File: config.mk
export PLATFORM = sky130hd
export DESIGN_NAME = vec_exec_seq_flat
export DESIGN_NICKNAME = d
export VERILOG_FILES = /design/src/rtl/vec_exec_seq_pkg.sv /design/src/rtl/vec_exec_seq_if.sv /design/src/rtl/vec_exec_seq_alu_lane.sv /design/src/rtl/vec_exec_seq.sv /design/src/flat_wrapper.sv
export SDC_FILE = /design/constraint.sdc
export NUM_CORES = 2
export LEC_CHECK = 0
export ABC_AREA = 1
export CORE_ASPECT_RATIO = 0.8
export CORE_MARGIN = 2
export CORE_UTILIZATION = 50
export DETAILED_ROUTE_END_ITERATION = 12
export PLACE_DENSITY = 0.69
export SYNTH_ARGS = -nofsm -noshare
export SYNTH_HDL_FRONTEND = slang
export SYNTH_SLANG_ARGS = --single-unit
File: constraint.sdc
create_clock -name clk -period 38.3 [get_ports clk]
set_clock_uncertainty 0.2 [all_clocks]
set_input_delay 7.66 -clock clk [delete_from_list [all_inputs] [get_ports clk]]
set_output_delay 7.66 -clock clk [all_outputs]
set_load 0.03 [all_outputs]
File: src/rtl/vec_exec_seq_pkg.sv
`default_nettype none
// ============================================================================
// Module   : vec_exec_seq_pkg
// Purpose  : Shared types and defaults for the vector execution sequencer:
//            element op-code enum, FSM state typedef, default element width.
// Ports    : (package - no ports)
// Revision : 1.0 - initial release
// ============================================================================
package vec_exec_seq_pkg;

   localparam int DEF_ELEMENT = 16;
   localparam int OP_W        = 3;
   localparam int TAG_W       = 4;

   // Element operation codes. Both 3'b011 and 3'b100 are logical right shifts.
   typedef enum logic [OP_W-1:0] {
      OP_ADD = 3'b000,
      OP_SUB = 3'b001,
      OP_MUL = 3'b010,
      OP_SRL = 3'b011,
      OP_SRA = 3'b100,
      OP_SLL = 3'b101,
      OP_AND = 3'b110,
      OP_NOP = 3'b111
   } op_t;

   typedef enum logic [1:0] {
      ST_IDLE = 2'd0,
      ST_EXEC = 2'd1,
      ST_DONE = 2'd2
   } state_t;

endpackage : vec_exec_seq_pkg
`default_nettype wire

File: src/rtl/vec_exec_seq_if.sv
`default_nettype none
// ============================================================================
// Module   : vec_exec_seq_if
// Purpose  : Operation-in / result-out handshake bundle of vec_exec_seq.
// Ports    : in_valid/in_ready/in_op/in_vec_a/in_vec_b/in_tag  (request)
//            out_valid/out_ready/out_vec/out_tag               (result)
//            modport slave  - seen from the sequencer
//            modport master - seen from the requester / consumer
// Revision : 1.0 - initial release
// ============================================================================
interface vec_exec_seq_if
   import vec_exec_seq_pkg::*;
#(
   parameter int ELEMENT = DEF_ELEMENT,
   parameter int VLEN    = 8
);

   logic                      in_valid;
   logic                      in_ready;
   logic [OP_W-1:0]           in_op;
   logic [VLEN*ELEMENT-1:0]   in_vec_a;
   logic [VLEN*ELEMENT-1:0]   in_vec_b;
   logic [TAG_W-1:0]          in_tag;
   logic                      out_valid;
   logic                      out_ready;
   logic [VLEN*ELEMENT-1:0]   out_vec;
   logic [TAG_W-1:0]          out_tag;

   modport slave (
      input  in_valid, in_op, in_vec_a, in_vec_b, in_tag, out_ready,
      output in_ready, out_valid, out_vec, out_tag
   );

   modport master (
      output in_valid, in_op, in_vec_a, in_vec_b, in_tag, out_ready,
      input  in_ready, out_valid, out_vec, out_tag
   );

endinterface : vec_exec_seq_if
`default_nettype wire

File: src/rtl/vec_exec_seq_alu_lane.sv
`default_nettype none
// ============================================================================
// Module   : alu_lane
// Purpose  : Purely combinational single-element ALU. All arithmetic is
//            unsigned and truncated to ELEMENT bits.
// Ports    : op (in)  - element operation
//            a, b (in) - element operands (b is the shift amount for shifts)
//            y (out)  - element result
// Revision : 1.0 - initial release
// ============================================================================
module alu_lane
   import vec_exec_seq_pkg::*;
#(
   parameter int ELEMENT = DEF_ELEMENT
) (
   input  op_t                op,
   input  logic [ELEMENT-1:0] a,
   input  logic [ELEMENT-1:0] b,
   output logic [ELEMENT-1:0] y
);

   // Any shift distance of a full element or more clears the result.
   logic w_shift_oob;
   assign w_shift_oob = (b >= ELEMENT'(ELEMENT));

   always_comb begin
      y = '0;
      case (op)
         OP_ADD: y = a + b;
         OP_SUB: y = a - b;
         OP_MUL: y = a * b;
         OP_SRL,
         OP_SRA: y = w_shift_oob ? '0 : (a >> b);
         OP_SLL: y = w_shift_oob ? '0 : (a << b);
         OP_AND: y = a & b;
         OP_NOP: y = '0;
         default: y = '0;
      endcase
   end

endmodule : alu_lane
`default_nettype wire

File: src/rtl/vec_exec_seq.sv
`default_nettype none
// ============================================================================
// Module   : vec_exec_seq
// Purpose  : Multi-cycle vector execution sequencer. Accepts one vector
//            operation, computes LANES elements per cycle through alu_lane
//            instances, then presents the result until it is taken.
// Ports    : clk  (in)  - clock, rising edge
//            rst  (in)  - asynchronous active-high reset
//            bus  (vec_exec_seq_if.slave) - request and result handshakes
//            busy (out) - high whenever the FSM is not idle
// Revision : 1.0 - initial release
// ============================================================================
module vec_exec_seq
   import vec_exec_seq_pkg::*;
#(
   parameter int ELEMENT = DEF_ELEMENT,
   parameter int VLEN    = 8,
   parameter int LANES   = 2      // VLEN must be a multiple of LANES
) (
   input  logic                 clk,
   input  logic                 rst,
   vec_exec_seq_if.slave        bus,
   output logic                 busy
);

   localparam int GROUPS = VLEN / LANES;
   localparam int CNT_W  = $clog2(GROUPS + 1);
   localparam int VEC_W  = VLEN * ELEMENT;
   // The counter runs one past the last group: the extra EXEC cycle spent at
   // this value is what moves into DONE, giving GROUPS+1 cycles of latency.
   localparam logic [CNT_W-1:0] END_CNT = CNT_W'(GROUPS);

   state_t             r_state;
   state_t             w_next;
   logic [CNT_W-1:0]   r_group;
   logic [VEC_W-1:0]   r_vec_a;
   logic [VEC_W-1:0]   r_vec_b;
   logic [VEC_W-1:0]   r_result;
   op_t                r_op;
   logic [TAG_W-1:0]   r_tag;

   logic               w_accept;
   logic               w_exec;
   logic [CNT_W-1:0]   w_grp;
   logic [ELEMENT-1:0] w_lane_a [LANES];
   logic [ELEMENT-1:0] w_lane_b [LANES];
   logic [ELEMENT-1:0] w_lane_y [LANES];

   // ------------------------------------------------------------------
   // Handshake outputs
   // ------------------------------------------------------------------
   assign bus.in_ready  = (r_state == ST_IDLE) && !rst;
   assign bus.out_valid = (r_state == ST_DONE);
   assign bus.out_vec   = r_result;
   assign bus.out_tag   = r_tag;
   assign busy          = (r_state != ST_IDLE);

   // ------------------------------------------------------------------
   // FSM: state register
   // ------------------------------------------------------------------
   always_ff @(posedge clk or posedge rst) begin
      if (rst) begin
         r_state <= ST_IDLE;
      end else begin
         r_state <= w_next;
      end
   end

   // ------------------------------------------------------------------
   // FSM: next state and datapath strobes
   // ------------------------------------------------------------------
   always_comb begin
      w_next   = r_state;
      w_accept = 1'b0;
      w_exec   = 1'b0;
      case (r_state)
         ST_IDLE: begin
            if (bus.in_valid) begin
               w_accept = 1'b1;
               w_next   = ST_EXEC;
            end
         end
         ST_EXEC: begin
            if (r_group == END_CNT) begin
               w_next = ST_DONE;
            end else begin
               w_exec = 1'b1;
            end
         end
         ST_DONE: begin
            if (bus.out_ready) begin
               w_next = ST_IDLE;
            end
         end
         default: w_next = ST_IDLE;
      endcase
   end

   // Keep lane selects in range during the terminal EXEC cycle.
   assign w_grp = (r_group < END_CNT) ? r_group : '0;

   // ------------------------------------------------------------------
   // Lane datapath: element index = group * LANES + lane
   // ------------------------------------------------------------------
   generate
      for (genvar l = 0; l < LANES; l++) begin : g_lane
         assign w_lane_a[l] = r_vec_a[(32'(w_grp) * LANES + l) * ELEMENT +: ELEMENT];
         assign w_lane_b[l] = r_vec_b[(32'(w_grp) * LANES + l) * ELEMENT +: ELEMENT];

         alu_lane #(
            .ELEMENT (ELEMENT)
         ) u_alu_lane (
            .op (r_op),
            .a  (w_lane_a[l]),
            .b  (w_lane_b[l]),
            .y  (w_lane_y[l])
         );
      end
   endgenerate

   // ------------------------------------------------------------------
   // Operand latch, group counter and result register
   // ------------------------------------------------------------------
   always_ff @(posedge clk or posedge rst) begin
      if (rst) begin
         r_vec_a  <= '0;
         r_vec_b  <= '0;
         r_op     <= OP_NOP;
         r_tag    <= '0;
         r_group  <= '0;
         r_result <= '0;
      end else if (w_accept) begin
         r_vec_a  <= bus.in_vec_a;
         r_vec_b  <= bus.in_vec_b;
         r_op     <= op_t'(bus.in_op);
         r_tag    <= bus.in_tag;
         r_group  <= '0;
      end else if (w_exec) begin
         for (int l = 0; l < LANES; l++) begin
            r_result[(32'(w_grp) * LANES + l) * ELEMENT +: ELEMENT] <= w_lane_y[l];
         end
         r_group <= r_group + CNT_W'(1);
      end
   end

endmodule : vec_exec_seq
`default_nettype wire

File: src/flat_wrapper.sv
// flat-port wrapper written by rule: the top's interface ports become plain ports
module vec_exec_seq_flat import vec_exec_seq_pkg::*;
#(
   parameter int ELEMENT = DEF_ELEMENT,
   parameter int VLEN    = 8,
   parameter int LANES   = 2                                         
)
  (clk, rst, busy, bus_in_valid, bus_in_op, bus_in_vec_a, bus_in_vec_b, bus_in_tag, bus_out_ready, bus_in_ready, bus_out_valid, bus_out_vec, bus_out_tag);
  vec_exec_seq_if #(.ELEMENT(ELEMENT), .VLEN(VLEN)) bus_i ();
  input  logic clk;
  input  logic rst;
  output logic busy;
  input wire logic [$bits(bus_i.in_valid)-1:0] bus_in_valid;
  input wire logic [$bits(bus_i.in_op)-1:0] bus_in_op;
  input wire logic [$bits(bus_i.in_vec_a)-1:0] bus_in_vec_a;
  input wire logic [$bits(bus_i.in_vec_b)-1:0] bus_in_vec_b;
  input wire logic [$bits(bus_i.in_tag)-1:0] bus_in_tag;
  input wire logic [$bits(bus_i.out_ready)-1:0] bus_out_ready;
  output wire logic [$bits(bus_i.in_ready)-1:0] bus_in_ready;
  output wire logic [$bits(bus_i.out_valid)-1:0] bus_out_valid;
  output wire logic [$bits(bus_i.out_vec)-1:0] bus_out_vec;
  output wire logic [$bits(bus_i.out_tag)-1:0] bus_out_tag;
  assign bus_i.in_valid = bus_in_valid;
  assign bus_i.in_op = bus_in_op;
  assign bus_i.in_vec_a = bus_in_vec_a;
  assign bus_i.in_vec_b = bus_in_vec_b;
  assign bus_i.in_tag = bus_in_tag;
  assign bus_i.out_ready = bus_out_ready;
  assign bus_in_ready = bus_i.in_ready;
  assign bus_out_valid = bus_i.out_valid;
  assign bus_out_vec = bus_i.out_vec;
  assign bus_out_tag = bus_i.out_tag;
  vec_exec_seq #(.ELEMENT(ELEMENT), .VLEN(VLEN), .LANES(LANES)) u_core (.clk(clk), .rst(rst), .bus(bus_i), .busy(busy));
endmodule
==> flow_summary_export.csv <==
group,metric,value,unit
route,wirelength,117,mm
clock_network,root_buffer,"clkbuf_16",
worst_hold_path,hold_start,"u_core.r_vec_b[26]$_DFFE_PP0P_",
worst_setup_path,worst-setup-path-type,"in -> out",
route,drc,0,
placement,io_buffers,401,
worst_setup_path,slowest_stage,"clkdlybuf4s50_1",
cells_and_area,nets,5405,
clock_network,cts-resized-gates,0,
route,dr.pass1.iters,8,
logic_synthesis,ys_seq_area_frac,0.311,
timing,hold_viol,0,
worst_hold_path,hold_depth,2,
cells_and_area,area_growth_syn_to_layout,18.5,%
die,die_w,286,um
worst_setup_path,critPathArrivalTime,8.98,ns
worst_setup_path,cpPeakStageDelay,0.67,ns
worst_setup_path,crit_buf_inv,2,
logic_synthesis,ys_ff_latch,396,
logic_synthesis,syn-cell-area,0.0319,mm2
worst_setup_path,rr_worst_depth,32,
die,rows,82,
placement,dp_hpwl,85.4,mm
cells_and_area,layout-drive-gt1-share,0.0489,
route,wl_per_cell,20.4,um
global_route,grt_max_degree,143,
route,vias_per_cell,5.56,
worst_setup_path,crit_top_cell,"clkdlybuf4s50_1",
logic_synthesis,async_reset_ff_frac,1.00,
placement,place.gp.congestion,0.986,
logic_synthesis,synth_edf_count,0,
global_route,grt_pass1_wl,179,mm
clock_network,tritoncts,"yes",
flow_run,drv_cap,0,
logic_synthesis,syn_area_per_cell,7.00,um2
timing,min_period_over_period,0.440,
timing,tightest_slew,1.21,ns
timing,finalMaxSlewViolations,0,
worst_setup_path,r2r_end,"u_core.bus.out_vec[63]$_DFFE_PP0P_",
die,ios,402,
status,status,"finished clean",
worst_setup_path,path_max_fanout,2,
clock_network,hold_buffers,0,
global_route,grtUsageTotal,0.353,
timing,tns,0,ns
logic_synthesis,synthCells,4552,
die,initial_core_util,0.507,
clock_network,clk_pin_slew,0.06,ns
clock_network,clk_latency,0.61,ns
route,ant_nets,0,
timing,relSlewSlack,0.191,
logic_synthesis,synthFlopType,"dfrtp_1",
timing,fmax,0.0594,GHz
worst_setup_path,crit_path_end_kind,"output port",
global_route,grt-ovfl-total,0,
worst_hold_path,min_path_type,"reg -> reg",
clock_network,htree_num_levels,2,
clock_network,numCtsBuffers,44,
logic_synthesis,synth_area_leaders,"dfrtp_1 (31%), nand2_1 (21%), fa_1 (10%)",
die,die_h,230,um
logic_synthesis,syn_nets,5121,
cells_and_area,nFillCells,5994,
die,die-area,0.0658,mm2
timing,grt_setup_unrepaired,"no",
clock_network,clk_path_buf_depth,3,
worst_setup_path,path_cells,"clkdlybuf4s50_1 -> nor2_1 -> clkdlybuf4s50_1",
global_route,grt_pass1_vias,30000,
worst_setup_path,required,30.44,ns
worst_hold_path,hold-path-endpoint,"u_core.r_vec_b[26]$_DFFE_PP0P_",
timing,finalSetupViolations,0,
global_route,antenna_found_initial,6,
logic_synthesis,ys_types,64,
clock_network,cts.sinks,396,
timing,min_period,16.84,ns
worst_setup_path,startpoint_type,"input port",
logic_synthesis,ys_warn_count,0,
logic_synthesis,synth_top_area_share,0.309,
clock_network,post_cts_buffers,0,
logic_synthesis,yosysTopAreaCell,"dfrtp_1",
route,vias,31800,
die,core-area,0.0629,mm2
route,drtIter0Drc,3208,
worst_setup_path,crit_family,"buffers and inverters",
worst_setup_path,reg2reg_from,"u_core.r_group[0]$_DFFE_PP0P_",
worst_setup_path,r2r_slack,28.57,ns
## stage by stage
step | worst slack, ns | util | cells | cell area, um2 | hold slack (ns)
after floorplan | 19.43 | - | 4552 | 31900 | 0.240
after global placement | 21.44 | 0.577 | 5630 | 36300 | 0.256
after detailed placement | 21.45 | 0.577 | 5630 | 36300 | 0.259
after CTS | 21.45 | 0.600 | 5710 | 37800 | 0.275
after global routing | 21.38 | 0.601 | 5716 | 37800 | 0.290
final | 21.46 | 0.601 | 5716 | 37800 | 0.280
## how the worst max path moves through the flow
stage / startpoint / endpoint / slack [ns] / depth (start not counted)
floorplan: rst / u_core.bus.out_tag[0]$_DFFE_PP0P_ / 19.43 / 1
global placement: rst / bus_in_ready / 21.44 / 3
detailed placement: rst / bus_in_ready / 21.45 / 3
CTS: rst / bus_in_ready / 21.45 / 3
global route: rst / bus_in_ready / 21.38 / 3
finish: rst / bus_in_ready / 21.46 / 3
## metal layers
| metal | GRT usage | vias up | wire length (um) |
|---|---|---|---|
| met4 | 0.133 | 0 | 4580 |
| li1 | - | 14900 | - |
| met2 | 0.547 | 1501 | 52100 |
| met5 | 0 | - | 0 |
| met3 | 0.0643 | 266 | 10900 |
| met1 | 0.494 | 15200 | 49300 |
## logic make-up after synthesis
family | count (synthesis) | share of synthesized area
flip-flops | 396 | 0.311
AO/OA/AOI/OAI | 455 | 0.0814
multiplexers | 2 | 0.00102
XOR/XNOR | 64 | 0.0176
buffers and inverters | 762 | 0.0976
AND/OR/NAND/NOR | 2571 | 0.335
adder cells (fa/ha/maj) | 302 | 0.156
## placed cells by master, fill, tap and decap left out, types with 11 or more instances in the layout
cell	count
nor3_1	26
nand2_1	1781
nand3_1	320
a21oi_1	97
buf_4	39
clkdlybuf4s50_1	401
nor2_1	253
nand2_2	36
inv_2	30
inv_1	521
dfrtp_1	392
o21ai_1	81
o21ai_0	175
fa_1	161
xnor2_1	17
or2_2	13
nand3b_1	14
clkbuf_1	11
ha_1	141
xor2_1	47
nand4_1	91
clkbuf_16	44
o22ai_1	16
o211ai_1	19
## final cells by class
class | count | area [um2] | share of cell area
sequential | 396 | 9910 | 0.262
clock inverter | 18 | 246 | 0.00652
multi-input combinational | 3394 | 18900 | 0.500
tap | 840 | 1050 | 0.0278
antenna | 6 | 15.0 | 0.000397
clock buffer | 62 | 1240 | 0.0328
inverter | 560 | 2120 | 0.0561
timing repair buffer | 440 | 4310 | 0.114
## sequential cells by signal (all words and copies together) (netlist names)
signal	flops
u_core.bus.out_vec	128
u_core.r_vec_a	128
u_core.r_vec_b	128
u_core.bus.out_tag	4
u_core.r_group	3
u_core.r_op	3
u_core.r_state	2
## worst min-delay path, cell delays in order (launching register included)
cell     delay, ns
dfrtp_1       0.34
nand2_1       0.05
nand2_1       0.05
## synth_stat cells (14+ instances only)
library cell / count
nand2_1: 1782
inv_1: 522
dfrtp_1: 393
nand3_1: 320
nor2_1: 255
o21ai_0: 175
fa_1: 161
ha_1: 141
clkbuf_1: 111
a21oi_1: 97
nand4_1: 91
o21ai_1: 81
xor2_1: 47
nand2_2: 37
buf_2: 36
inv_2: 30
nor3_1: 26
buf_4: 21
o211ai_1: 19
buf_1: 18
xnor2_1: 17
o22ai_1: 16
buf_6: 15
nand3b_1: 14
Power is not shown: default switching activity piles up to over one toggle a cycle in this logic, so the estimate is an artifact.
